==> src/rtl/mem_ctrl_defs.sv <==
// Shared definitions for the MEM-stage access controller: state encodings and timeout default.
// Pure declarations, no logic.
package mem_ctrl_defs;

  localparam int TIMEOUT_DEF = 15;

  localparam logic [2:0] ST_IDLE = 3'd0;
  localparam logic [2:0] ST_REQ  = 3'd1;
  localparam logic [2:0] ST_WAIT = 3'd2;
  localparam logic [2:0] ST_HOLD = 3'd3;
  localparam logic [2:0] ST_ERR  = 3'd4;

  typedef enum logic [2:0] {
    S_IDLE = ST_IDLE,
    S_REQ  = ST_REQ,
    S_WAIT = ST_WAIT,
    S_HOLD = ST_HOLD,
    S_ERR  = ST_ERR
  } state_e;

endpackage

==> src/rtl/mem_timeout_cnt.sv <==
// Saturating cycle counter with clear priority over enable; reached_o flags the enabled
// cycle whose increment brings the count to LIMIT, so the caller can react on that same edge.
module mem_timeout_cnt
  import mem_ctrl_defs::*;
#(
  parameter int LIMIT = TIMEOUT_DEF
) (
  input  logic clk,
  input  logic rst,
  input  logic clr_i,
  input  logic en_i,
  output logic reached_o
);

  localparam int W = $clog2(LIMIT + 1);

  logic [W-1:0] cnt_q, cnt_d;

  always_comb begin
    cnt_d = cnt_q;
    if (clr_i)
      cnt_d = '0;
    else if (en_i && cnt_q != W'(LIMIT))
      cnt_d = cnt_q + 1'b1;
  end

  assign reached_o = en_i && (({1'b0, cnt_q} + 1'b1) >= (W + 1)'(LIMIT));

  always_ff @(posedge clk or negedge rst) begin
    if (!rst) cnt_q <= '0;
    else      cnt_q <= cnt_d;
  end

endmodule

==> src/rtl/mem_access_ctrl.sv <==
// MEM-stage sequencer: issues load/store to a stalling data memory, freezes upstream until done,
// bubbles MEM/WB while not advancing; zero stall cycles on same-cycle done, sticky error on hang.
module mem_access_ctrl
  import mem_ctrl_defs::*;
#(
  parameter int TIMEOUT = TIMEOUT_DEF,
  parameter int DATA_W  = 16
) (
  input  logic              clk,
  input  logic              rst,
  input  logic              mem_read_i,
  input  logic              mem_write_i,
  input  logic              flush_i,
  input  logic              hold_i,
  output logic              dmem_en_o,
  output logic              dmem_wr_o,
  input  logic              dmem_stall_i,
  input  logic              dmem_done_i,
  input  logic [DATA_W-1:0] dmem_rdata_i,
  output logic [DATA_W-1:0] rdata_o,
  output logic              stall_o,
  output logic              memwb_bubble_o,
  output logic              err_o
);

  state_e            state_q, state_d;
  logic [DATA_W-1:0] held_q, held_d;
  logic              req, issue, complete, stall_c;
  logic              cnt_en, cnt_clr, cnt_reached;

  assign req = (mem_read_i | mem_write_i) & ~flush_i;

  always_comb begin
    state_d  = state_q;
    held_d   = held_q;
    issue    = 1'b0;
    complete = 1'b0;
    unique case (state_q)
      S_IDLE: begin
        if (req) begin
          issue = 1'b1;
          if (dmem_stall_i)     state_d  = S_REQ;
          else if (dmem_done_i) complete = 1'b1;
          else                  state_d  = S_WAIT;
        end
      end
      S_REQ: begin
        issue = 1'b1;
        if (flush_i)
          state_d = S_IDLE;
        else if (!dmem_stall_i) begin
          if (dmem_done_i) complete = 1'b1;
          else             state_d  = S_WAIT;
        end
      end
      // The access is already committed to memory here, so a flush cannot cancel it.
      S_WAIT: complete = dmem_done_i;
      S_HOLD: if (!hold_i) state_d = S_IDLE;
      S_ERR:  state_d = S_ERR;
      default: state_d = S_IDLE;
    endcase

    if (complete) begin
      held_d  = dmem_rdata_i;
      state_d = hold_i ? S_HOLD : S_IDLE;
    end else if (cnt_reached && state_d != S_IDLE) begin
      state_d = S_ERR;
    end

    stall_c = (state_q == S_ERR) | ((issue | (state_q == S_WAIT)) & ~complete);
  end

  assign cnt_en  = (state_q == S_REQ) || (state_q == S_WAIT);
  assign cnt_clr = (state_d == S_IDLE) || (state_d == S_HOLD);

  mem_timeout_cnt #(
    .LIMIT(TIMEOUT)
  ) u_timeout_cnt (
    .clk      (clk),
    .rst      (rst),
    .clr_i    (cnt_clr),
    .en_i     (cnt_en),
    .reached_o(cnt_reached)
  );

  always_ff @(posedge clk or negedge rst) begin
    if (!rst) begin
      state_q <= S_IDLE;
      held_q  <= '0;
    end else begin
      state_q <= state_d;
      held_q  <= held_d;
    end
  end

  // Outputs are gated by reset so nothing leaks out while rst is low, whatever the inputs do.
  assign dmem_en_o      = rst & issue;
  assign dmem_wr_o      = rst & issue & mem_write_i & ~mem_read_i;
  assign stall_o        = rst & stall_c;
  assign memwb_bubble_o = rst & (stall_c | hold_i);
  assign err_o          = rst & (state_q == S_ERR);
  assign rdata_o        = !rst ? '0 : (dmem_done_i ? dmem_rdata_i : held_q);

endmodule

==> config.mk <==
export PLATFORM = sky130hd
export DESIGN_NAME = mem_access_ctrl
export DESIGN_NICKNAME = d
export VERILOG_FILES = /design/src/rtl/mem_ctrl_defs.sv /design/src/rtl/mem_timeout_cnt.sv /design/src/rtl/mem_access_ctrl.sv
export SDC_FILE = /design/constraint.sdc
export NUM_CORES = 1
export LEC_CHECK = 0
export CORE_MARGIN = 2
export CORE_UTILIZATION = 42
export CTS_CLUSTER_DIAMETER = 200
export DETAILED_ROUTE_END_ITERATION = 8
export HOLD_SLACK_MARGIN = 0.03
export PLACE_DENSITY_LB_ADDON = 0.15
export SLEW_MARGIN = 10
export SYNTH_ARGS = -nofsm -noshare
export SYNTH_HDL_FRONTEND = slang
export SYNTH_HIERARCHICAL = 1
export SYNTH_SLANG_ARGS = --single-unit
==> constraint.sdc <==
create_clock -name clk -period 1.96 [get_ports clk]
set_input_delay 0.392 -clock clk [delete_from_list [all_inputs] [get_ports clk]]
set_output_delay 0.392 -clock clk [all_outputs]
set_load 0.02 [all_outputs]
---- Word level (Yosys, flattened, before mapping) ----
Cells that the tools add are included.
storage, ports and cells
  flip-flop bits (word level) ............. 23
  bits of input ports ..................... 24
  output and inout port bits .............. 21
operators by class
  add/subtract/negate cells ............... 2
  $lt $le $gt $ge ......................... 1
  equal/unequal tests ..................... 6
  muxes and demuxes ....................... 21
  bitwise operators ....................... 15
  reductions and logical operators ........ 9
operators by type and width
  kind                                                               number
  two-way mux 16 bit                                                 2
  two-way mux 3 bit                                                  8
  case mux 3 bit (5 select lines)                                    1
  equality test 3 x 2 -> 1 bit, second input constant                3
  AND 1 bit                                                          8
  two-way mux 4 bit                                                  2
  logical NOT 3 bit                                                  2
  adder 4 x 1 -> 5 bit, second input constant                        1
  greater-or-equal comparator 5 x 4 -> 1 bit, second input constant  1
  two-way mux 1 bit                                                  5
  adder 4 x 1 -> 4 bit, second input constant                        1
  != test 4 bit, second input constant                               1
  bitwise OR 1 bit                                                   4
  equality test 3 x 1 -> 1 bit, second input constant                1
  equality test 3 bit, second input constant                         1
  logical AND 1 bit                                                  3
  NOT 1 bit                                                          3
  case mux 1 bit (3 select lines)                                    1
  nonzero test 3 bit                                                 1
  logical OR 1 bit                                                   2
  two-way mux 2 bit                                                  1
  case mux 1 bit (2 select lines)                                    1
  nonzero test 2 bit                                                 1

---- Longest topological paths before layout ----
Gate-level depths: netlist of run 1.
  depth in word-level cells ............... 11
  gate-level depth with buffers ........... 10
  mapped depth without buffers ............ 9

---- Modules after synthesis ----
Netlist of run 1, hierarchy kept.
by module, submodules not included
  module           instances  cells an instance  area an instance (um^2)
  mem_access_ctrl  1          118                1252.5
  mem_timeout_cnt  1          27                 264.0

---- Worst setup path before layout of run 1 ----
OpenSTA, ideal clock, no wires.
  path type ............................... input-to-output
  start point ............................. input flush_i
  end point ............................... output dmem_wr_o
  arrival ................................. 1.814 ns
  data required time ...................... 1.568 ns
  setup slack ............................. -0.246 ns
  cell stages on the path ................. 4
  path buffers ............................ 0
  path through ............................ o21ba_2 nor2_1 nor4b_1 and3b_1
on the way
  word-level cells in the longest chain between the ends .. 7
RTL lines
  element                          RTL line               text
  start: declaration               mem_access_ctrl.sv:13  input logic flush_i,
  NOT 1 bit                        mem_access_ctrl.sv:31  assign req = (mem_read_i | mem_write_i) & ~flush_i;
  AND 1 bit                        mem_access_ctrl.sv:31
  two-way mux 1 bit                mem_access_ctrl.sv:40  if (req) begin
  case mux 1 bit (2 select lines)  mem_access_ctrl.sv:38  unique case (state_q)
  AND 1 bit                        --
  via dmem_en_o                    mem_access_ctrl.sv:15  output logic dmem_en_o,
  AND 1 bit (2 in a row)           mem_access_ctrl.sv:98  assign dmem_wr_o = rst & issue & mem_write_i & ~mem_read_i;
  end: declaration                 mem_access_ctrl.sv:16  output logic dmem_wr_o,
The timed path passes the listed nets, and every way through them passes these cells.

---- Worst setup path after layout of run 1 ----
  start point ............................. register state_q[0]
  end point ............................... output stall_o
on the way
  word-level cells in the longest chain between the ends .. 6
  elaborated cells between the ends (all ways) .. 11
  those cells by class .................... eq/ne (3); mux (2); bitwise (5); reduce/logical (1)
RTL lines
  element                                                                                    RTL line               text
  start: declaration                                                                         mem_access_ctrl.sv:26  state_e state_q, state_d;
  start signal: assignment                                                                   mem_access_ctrl.sv:91  state_q <= state_d;
  equality test 3 x 1 -> 1 bit, or another cell as far along                                 mem_access_ctrl.sv:38
  case mux 1 bit (2 select lines) / case mux 1 bit (3 select lines) (equally long branches)  mem_access_ctrl.sv:38
  bitwise OR 1 bit / NOT 1 bit (equally long branches)                                       mem_access_ctrl.sv:70  stall_c = (state_q == S_ERR) | ((issue | (state_q == S_WAIT)) & ~complete);
  AND 1 bit                                                                                  mem_access_ctrl.sv:70
  bitwise OR 1 bit (*)                                                                       mem_access_ctrl.sv:70
  AND 1 bit (*)                                                                              mem_access_ctrl.sv:99  assign stall_o = rst & stall_c;
  end: declaration                                                                           mem_access_ctrl.sv:21  output logic stall_o,
Every way passes the cells marked *; elsewhere a longest branch is shown, timed or not.

==> out/results.ini, run 1 <==
[timing]
layout_min_cycle_time_ns = 2.20
fin_crit_sh_pct = 112
finalHoldWorstSlack_ns = 0.181
worst_pin_slew_ns = 0.551
setup_viol = 24
slew_headroom_pct = 62.8
fin_skew_ns = 0.00438
slew_violations = 0
worst_slack_ns = -0.235
rsz0062_at_grt = true
fmax_mhz = 456
hold_viol = 0

[synthesis]
syn_area_um2 = 1520
synth_ff_type = dfrtp_1
synth.distinct_cells = 44
synth_compound_area_share_pct = 13.0
avgSynthCellArea_um2 = 10.5
synth_top_area_share_pct = 38.0
synthCells = 145
ys_ff_latch = 23
synthTopCellsByArea = dfrtp_1, mux2_2, mux2i_1, nor2b_1, a21oi_1
synth-adder-area-share_pct = 1.65
synth_common_cells = dfrtp_1, nor2b_1, mux2_2, mux2i_1, a21oi_1
synth.yosys.warnings = 6
synth_enable_flop_cells = 0
synth_xor_area_share_pct = 0.578
yosys.area_share.simple_pct = 20.0
ys_async_sr_fraction_pct = 100
ys_seq_area_share_pct = 38.0
yosysMostFrequentCell = dfrtp_1
muxShareOfSynthArea_pct = 22.4
synth_top_family_by_area = multiplexers
synth_top_area_cell = dfrtp_1
synth_nets = 171

[place]
place_ws_ns = -0.686
gp_congestion = 0.822
place_inst = 255
dp_hpwl_um = 2810
placedInstanceArea_um2 = 2190
port_buffers = 44

[worst_setup_path]
cp.required_ns = 1.57
max_stage_delay_ns = 0.45
crit_top_cell = buf_6
slowest_stage = dfrtp_1
arrival_ns = 1.80
path_cells = buf_6 > buf_4 > buf_6 > nor2_4 > o21ai_0 > a2bb2oi_2 > and2_4 > buf_6
critPathKind = register to primary output
end_kind = primary output
cp-start-kind = register
critical_path.max_fanout = 4
reg2reg_depth = 9

[power]
p_per_area_nw_per_um2 = 1100
p_leak_nw = 1.16
irDropWorstVdd_mv = 0.629

[routing]
ant_nets = 0
wl_met1_um = 1930
drc = 0
wl_met2_um = 2400
vias_per_cell = 5.42
routed-wl-met3_um = 236
routedWlPerCell_um = 16.9
first_pass_iters = 4
drtIter0Drc = 66
vias = 1486
wirelength_um = 4630
routed.top_layer = met4

[final_layout]
antenna-diode-count = 0
area_delta_synth_final_pct = 65.4
drive_gt1_share_pct = 42.5
final_net_count = 255
finalInstanceArea_um2 = 2510
fill_cells = 246
fin_cells = 274

[cts]
tritoncts = yes
cts_hold_buf = 0
clkLatencyLatePin_ns = 0.32
cts_inserted_buffers = 3
clk_pin_slew_ns = 0.15
cts_root_buf = clkbuf_4
cts.htree.levels = 1
cts_num_sinks = 23
clockBufferDepth = 2

[floorplanning]
fp.dieW_um = 64.1
die_area_um2 = 4110
io_pins = 45
die_h_um = 64.1
std_cell_rows = 21
core_um2 = 3390
initial_utilization_pct = 44.7

[run_status]
status = complete, but fails checks
violations = setup timing

[grt]
grt-ovfl-total = 0
grt_usage_pct = 20.6
antenna_found_initial = 0
first_global_vias = 1439
grt_pass1_wl_um = 6790
grt_max_degree = 21

[flow_run]
cap_viol_max_count = 0

[hold_path]
hold_path.class = input pin to async pin

## flip-flops by register name, indices dropped and copies added, names as in the netlist
register and count:
held_q 16, u_timeout_cnt/cnt_q 4, state_q 3
## worst max-delay path: cells and delay by family, from the launching register on
| family | cells | cell delay (ns) |
|---|---|---|
| compound gates | 2 | 0.30 |
| simple gates | 2 | 0.24 |
| buf+inv | 4 | 0.49 |
| flops | 1 | 0.45 |
## kinds of logic after synthesis
group                      count (synthesis)
AOI/OAI and AO/OA                         27
muxes                                     32
DFF                                       23
xor gates and xnor gates                   1
and+or+nand+nor                           47
buffers and inverters                     13
adders and majority gates                  2
## metal layers
layer,GRT usage [%],vias to the layer above
met5,0,-
met4,4.26,0
met3,2.46,6
met2,37.6,44
met1,25.9,746
li1,-,690
## cells in the final DEF (no fill, tap or decap), drive strengths merged, types with 4 or more instances in the layout
cell type	n
mux2	16
buf	49
a21oi	8
mux2i	16
clkdlybuf4s15	11
dlygate4sd2	9
nor2b	17
clkdlybuf4s50	17
dfrtp	23
nand2b	5
inv	4
## worst paths after layout
| kind | start | to | slack [ns] |
|---|---|---|---|
| max in group asynchronous | rst | u_timeout_cnt/cnt_q[0] | 1.45 |
| min in group clk | held_q[11] | held_q[11] | 0.52 |
| setup reg to reg | state_q[0] | u_timeout_cnt/cnt_q[1] | -0.22 |
| hold reg to reg | held_q[11] | held_q[11] | 0.52 |
| hold / removal | rst | held_q[15] | 0.18 |
| setup / recovery | state_q[0] | stall_o | -0.24 |
## stage by stage
stage | total power, W | utilization, % | setup TNS (ns)
2_1_floorplan | 0.00163 | - | -0.0245
3_3_place_gp | 0.00210 | 64.6 | -19.71
3_5_place_dp | 0.00216 | 64.6 | -20.24
4_1_cts | 0.00248 | 68.9 | -0.899
5_1_grt | 0.00292 | 74.0 | -3.17
6_report | 0.00275 | 74.0 | -2.01
## cell type report
cell class              instances  area [µm²]  area share, %
flip-flops and latches         23         577           23.0
well taps                      46        57.6           2.29
repair buffers                 88         825           32.9
clock buffers                   3        22.5          0.898
inverters                       4        15.0          0.599
clock inverters                 1        5.00          0.200
multi-input cells             109        1010           40.1
## where the power goes
group | switching, W | total (W) | internal, W
registers | 0.000135 | 0.000817 | 0.000682
clock network | 0.000161 | 0.000238 | 0.0000763
logic | 0.000729 | 0.00170 | 0.000967
total | 0.00103 | 0.00275 | 0.00173
## what timing repair did
| action | CTS | global route |
|---|---|---|
| pin swaps | 7 | 10 |
| buffers inserted | 6 | 8 |
| resized for setup | 83 | 29 |
| gates cloned | 0 | 2 |
| setup endpoints to repair | 43 | 41 |
(Power assumes the default switching activity.)
==> run 2: changes to the inputs <==
CTS_CLUSTER_SIZE = 12   (was not set)
REMOVE_ABC_BUFFERS = 1   (was not set)
==> out/results.ini, run 2 (same netlist as run 1, synthesis figures left out) <==
[cts]
cts_inserted_buffers = 3  ; unchanged
clk_pin_slew_ns = 0.13  ; was 0.15 ns
clockBufferDepth = 2  ; unchanged
cts_root_buf = clkbuf_4  ; unchanged
cts_num_sinks = 23  ; unchanged
cts_hold_buf = 0  ; unchanged
tritoncts = yes  ; unchanged
cts.htree.levels = 1  ; unchanged
clkLatencyLatePin_ns = 0.31  ; was 0.32 ns

[worst_setup_path]
r2r-end = u_timeout_cnt/cnt_q[0]  ; was u_timeout_cnt/cnt_q[1]
cp-start-kind = register  ; unchanged
cp.required_ns = 1.57  ; about the same
reg2reg_depth = 10  ; was 9
end_kind = primary output  ; unchanged
reg2reg_from = state_q[1]  ; was state_q[0]
critical_path.max_fanout = 5  ; was 4
critPathKind = register to primary output  ; unchanged
regToRegSetupSlack_ns = -0.18  ; was -0.22 ns
arrival_ns = 1.81  ; was 1.80 ns

[grt]
use_met2_pct = 37.0  ; was 37.6%
use_met3_pct = 4.75  ; was 2.46%
grt-busiest-layer = met2  ; unchanged
first_global_vias = 1542  ; was 1439
grt_max_degree = 21  ; unchanged
antenna_found_initial = 0  ; unchanged
grt_pass1_wl_um = 7190  ; was 6790 µm
grt.met1_usage_pct = 27.3  ; was 25.9%
grt_usage_pct = 22.1  ; was 20.6%
grt-ovfl-total = 0  ; unchanged

[run_status]
violations = setup timing  ; unchanged
status = complete, but fails checks  ; unchanged

[hold_path]
hold_path.class = input pin to async pin  ; unchanged

[floorplanning]
die_h_um = 64.1  ; unchanged
io_pins = 45  ; unchanged
core_um2 = 3390  ; unchanged
initial_utilization_pct = 44.7  ; unchanged
std_cell_rows = 21  ; unchanged
die_area_um2 = 4110  ; unchanged
fp.dieW_um = 64.1  ; unchanged

[routing]
drtIter0Drc = 99  ; was 66
routedWlPerCell_um = 17.1  ; was 16.9 µm
vias_per_cell = 5.33  ; was 5.42
first_pass_iters = 5  ; was 4
vias = 1455  ; was 1486
wirelength_um = 4660  ; was 4630 µm
ant_nets = 0  ; unchanged
drc = 0  ; unchanged

[timing]
slew_violations = 0  ; unchanged
worst_pin_slew_ns = 0.451  ; was 0.551 ns
hold_viol = 0  ; unchanged
rsz0062_at_grt = true  ; unchanged
fmax_mhz = 455  ; was 456 MHz
setup_viol = 24  ; unchanged
fin_skew_ns = 0.00237  ; was 0.00438 ns
worst_slack_ns = -0.239  ; was -0.235 ns
slew_headroom_pct = 69.8  ; was 62.8%
layout_min_cycle_time_ns = 2.20  ; about the same
fin_crit_sh_pct = 112  ; about the same

[final_layout]
fill_cells = 244  ; was 246
reg_top3 = held_q: 16 flops, u_timeout_cnt/cnt_q: 4 flops, state_q: 3 flops  ; unchanged
top_register = held_q  ; unchanged
mostFrequentLayoutCells = buf_4, dfrtp_1, dlygate4sd2_1, clkdlybuf4s50_1, nor2b_1  ; was buf_4, dfrtp_1, nor2b_1, clkdlybuf4s50_1, mux2i_1
antenna-diode-count = 0  ; unchanged
largest_reg_flops = 16  ; unchanged
area_delta_synth_final_pct = 68.2  ; was 65.4%
fin_cells = 273  ; was 274
final_common_cell = buf_4  ; unchanged
drive_gt1_share_pct = 41.0  ; was 42.5%
finalInstanceArea_um2 = 2550  ; was 2510 µm²
final_net_count = 254  ; was 255

[power]
irDropWorstVdd_mv = 0.558  ; was 0.629 mV
p_leak_nw = 1.21  ; was 1.16 nW
p_per_area_nw_per_um2 = 1160  ; was 1100 nW/µm²

[place]
port_buffers = 44  ; unchanged
dp_hpwl_um = 2760  ; was 2810 µm
gp_congestion = 0.963  ; was 0.822
placedInstanceArea_um2 = 2180  ; was 2190 µm²
place_inst = 253  ; was 255

[flow_run]
cap_viol_max_count = 0  ; unchanged

run 2: cell type report:
| type | instances | area, µm² | area share [%] |
|---|---|---|---|
| Multi-Input combinational cell | 109 | 1040 | 40.8 |
| Inverter | 4 | 15.0 | 0.589 |
| Timing Repair Buffer | 87 | 835 | 32.7 |
| Sequential cell | 23 | 577 | 22.6 |
| Clock buffer | 4 | 26.3 | 1.03 |
| Tap cell | 46 | 57.6 | 2.26 |
run 2: worst max path at each step:
stage | startpoint | endpoint | depth (start not counted) | slack (ns)
floorplan | state_q[1] | u_timeout_cnt/cnt_q[1] | 7 | -0.29
global placement | dmem_done_i | stall_o | 6 | -0.79
detailed placement | dmem_done_i | stall_o | 6 | -0.80
CTS | state_q[0] | stall_o | 5 | -0.19
global route | state_q[0] | memwb_bubble_o | 5 | -0.36
finish | state_q[1] | memwb_bubble_o | 7 | -0.24
run 2: power breakdown:
part / internal [W] / leakage, nW / switching (W)
Sequential: 0.000683 / 0.280 / 0.000140
Combinational: 0.00111 / 0.912 / 0.000796
Clock: 0.0000795 / 0.0150 / 0.000147
run 2: timing repair:
action / in CTS / in global routing
resized for setup: 78 / 23
pin swaps: 13 / 6
endpoints found under the setup margin: 43 / 28
cloned: 1 / 1
buffers inserted: 7 / 9
run 2: worst max-delay path: stages (launching register included):
cell and delay [ns]:
dfrtp_1 0.40, buf_6 0.13, buf_4 0.13, nor4_4 0.22, nand2_2 0.10, a2bb2oi_2 0.18
o21a_1 0.20, buf_6 0.13
run 2: routing by layer:
layer | vias to the layer above | routed length (µm)
met2 | 48 | 2350
met5 | - | 0
li1 | 687 | -
met3 | 12 | 170
met4 | 0 | 101
met1 | 708 | 2040
run 2: through the flow:
step	util, %	hold WS (ns)	TNS (ns)	setup slack, ns	power (W)
finish	75.3	0.385	-1.86	-0.239	0.00295
global route	75.3	0.380	-4.06	-0.356	0.00312
CTS	70.5	0.389	-0.923	-0.192	0.00262
detailed placement	64.2	0.497	-22.13	-0.801	0.00215
global placement	64.2	0.488	-21.41	-0.792	0.00209
floorplan	-	0.0964	-2.53	-0.287	0.00155
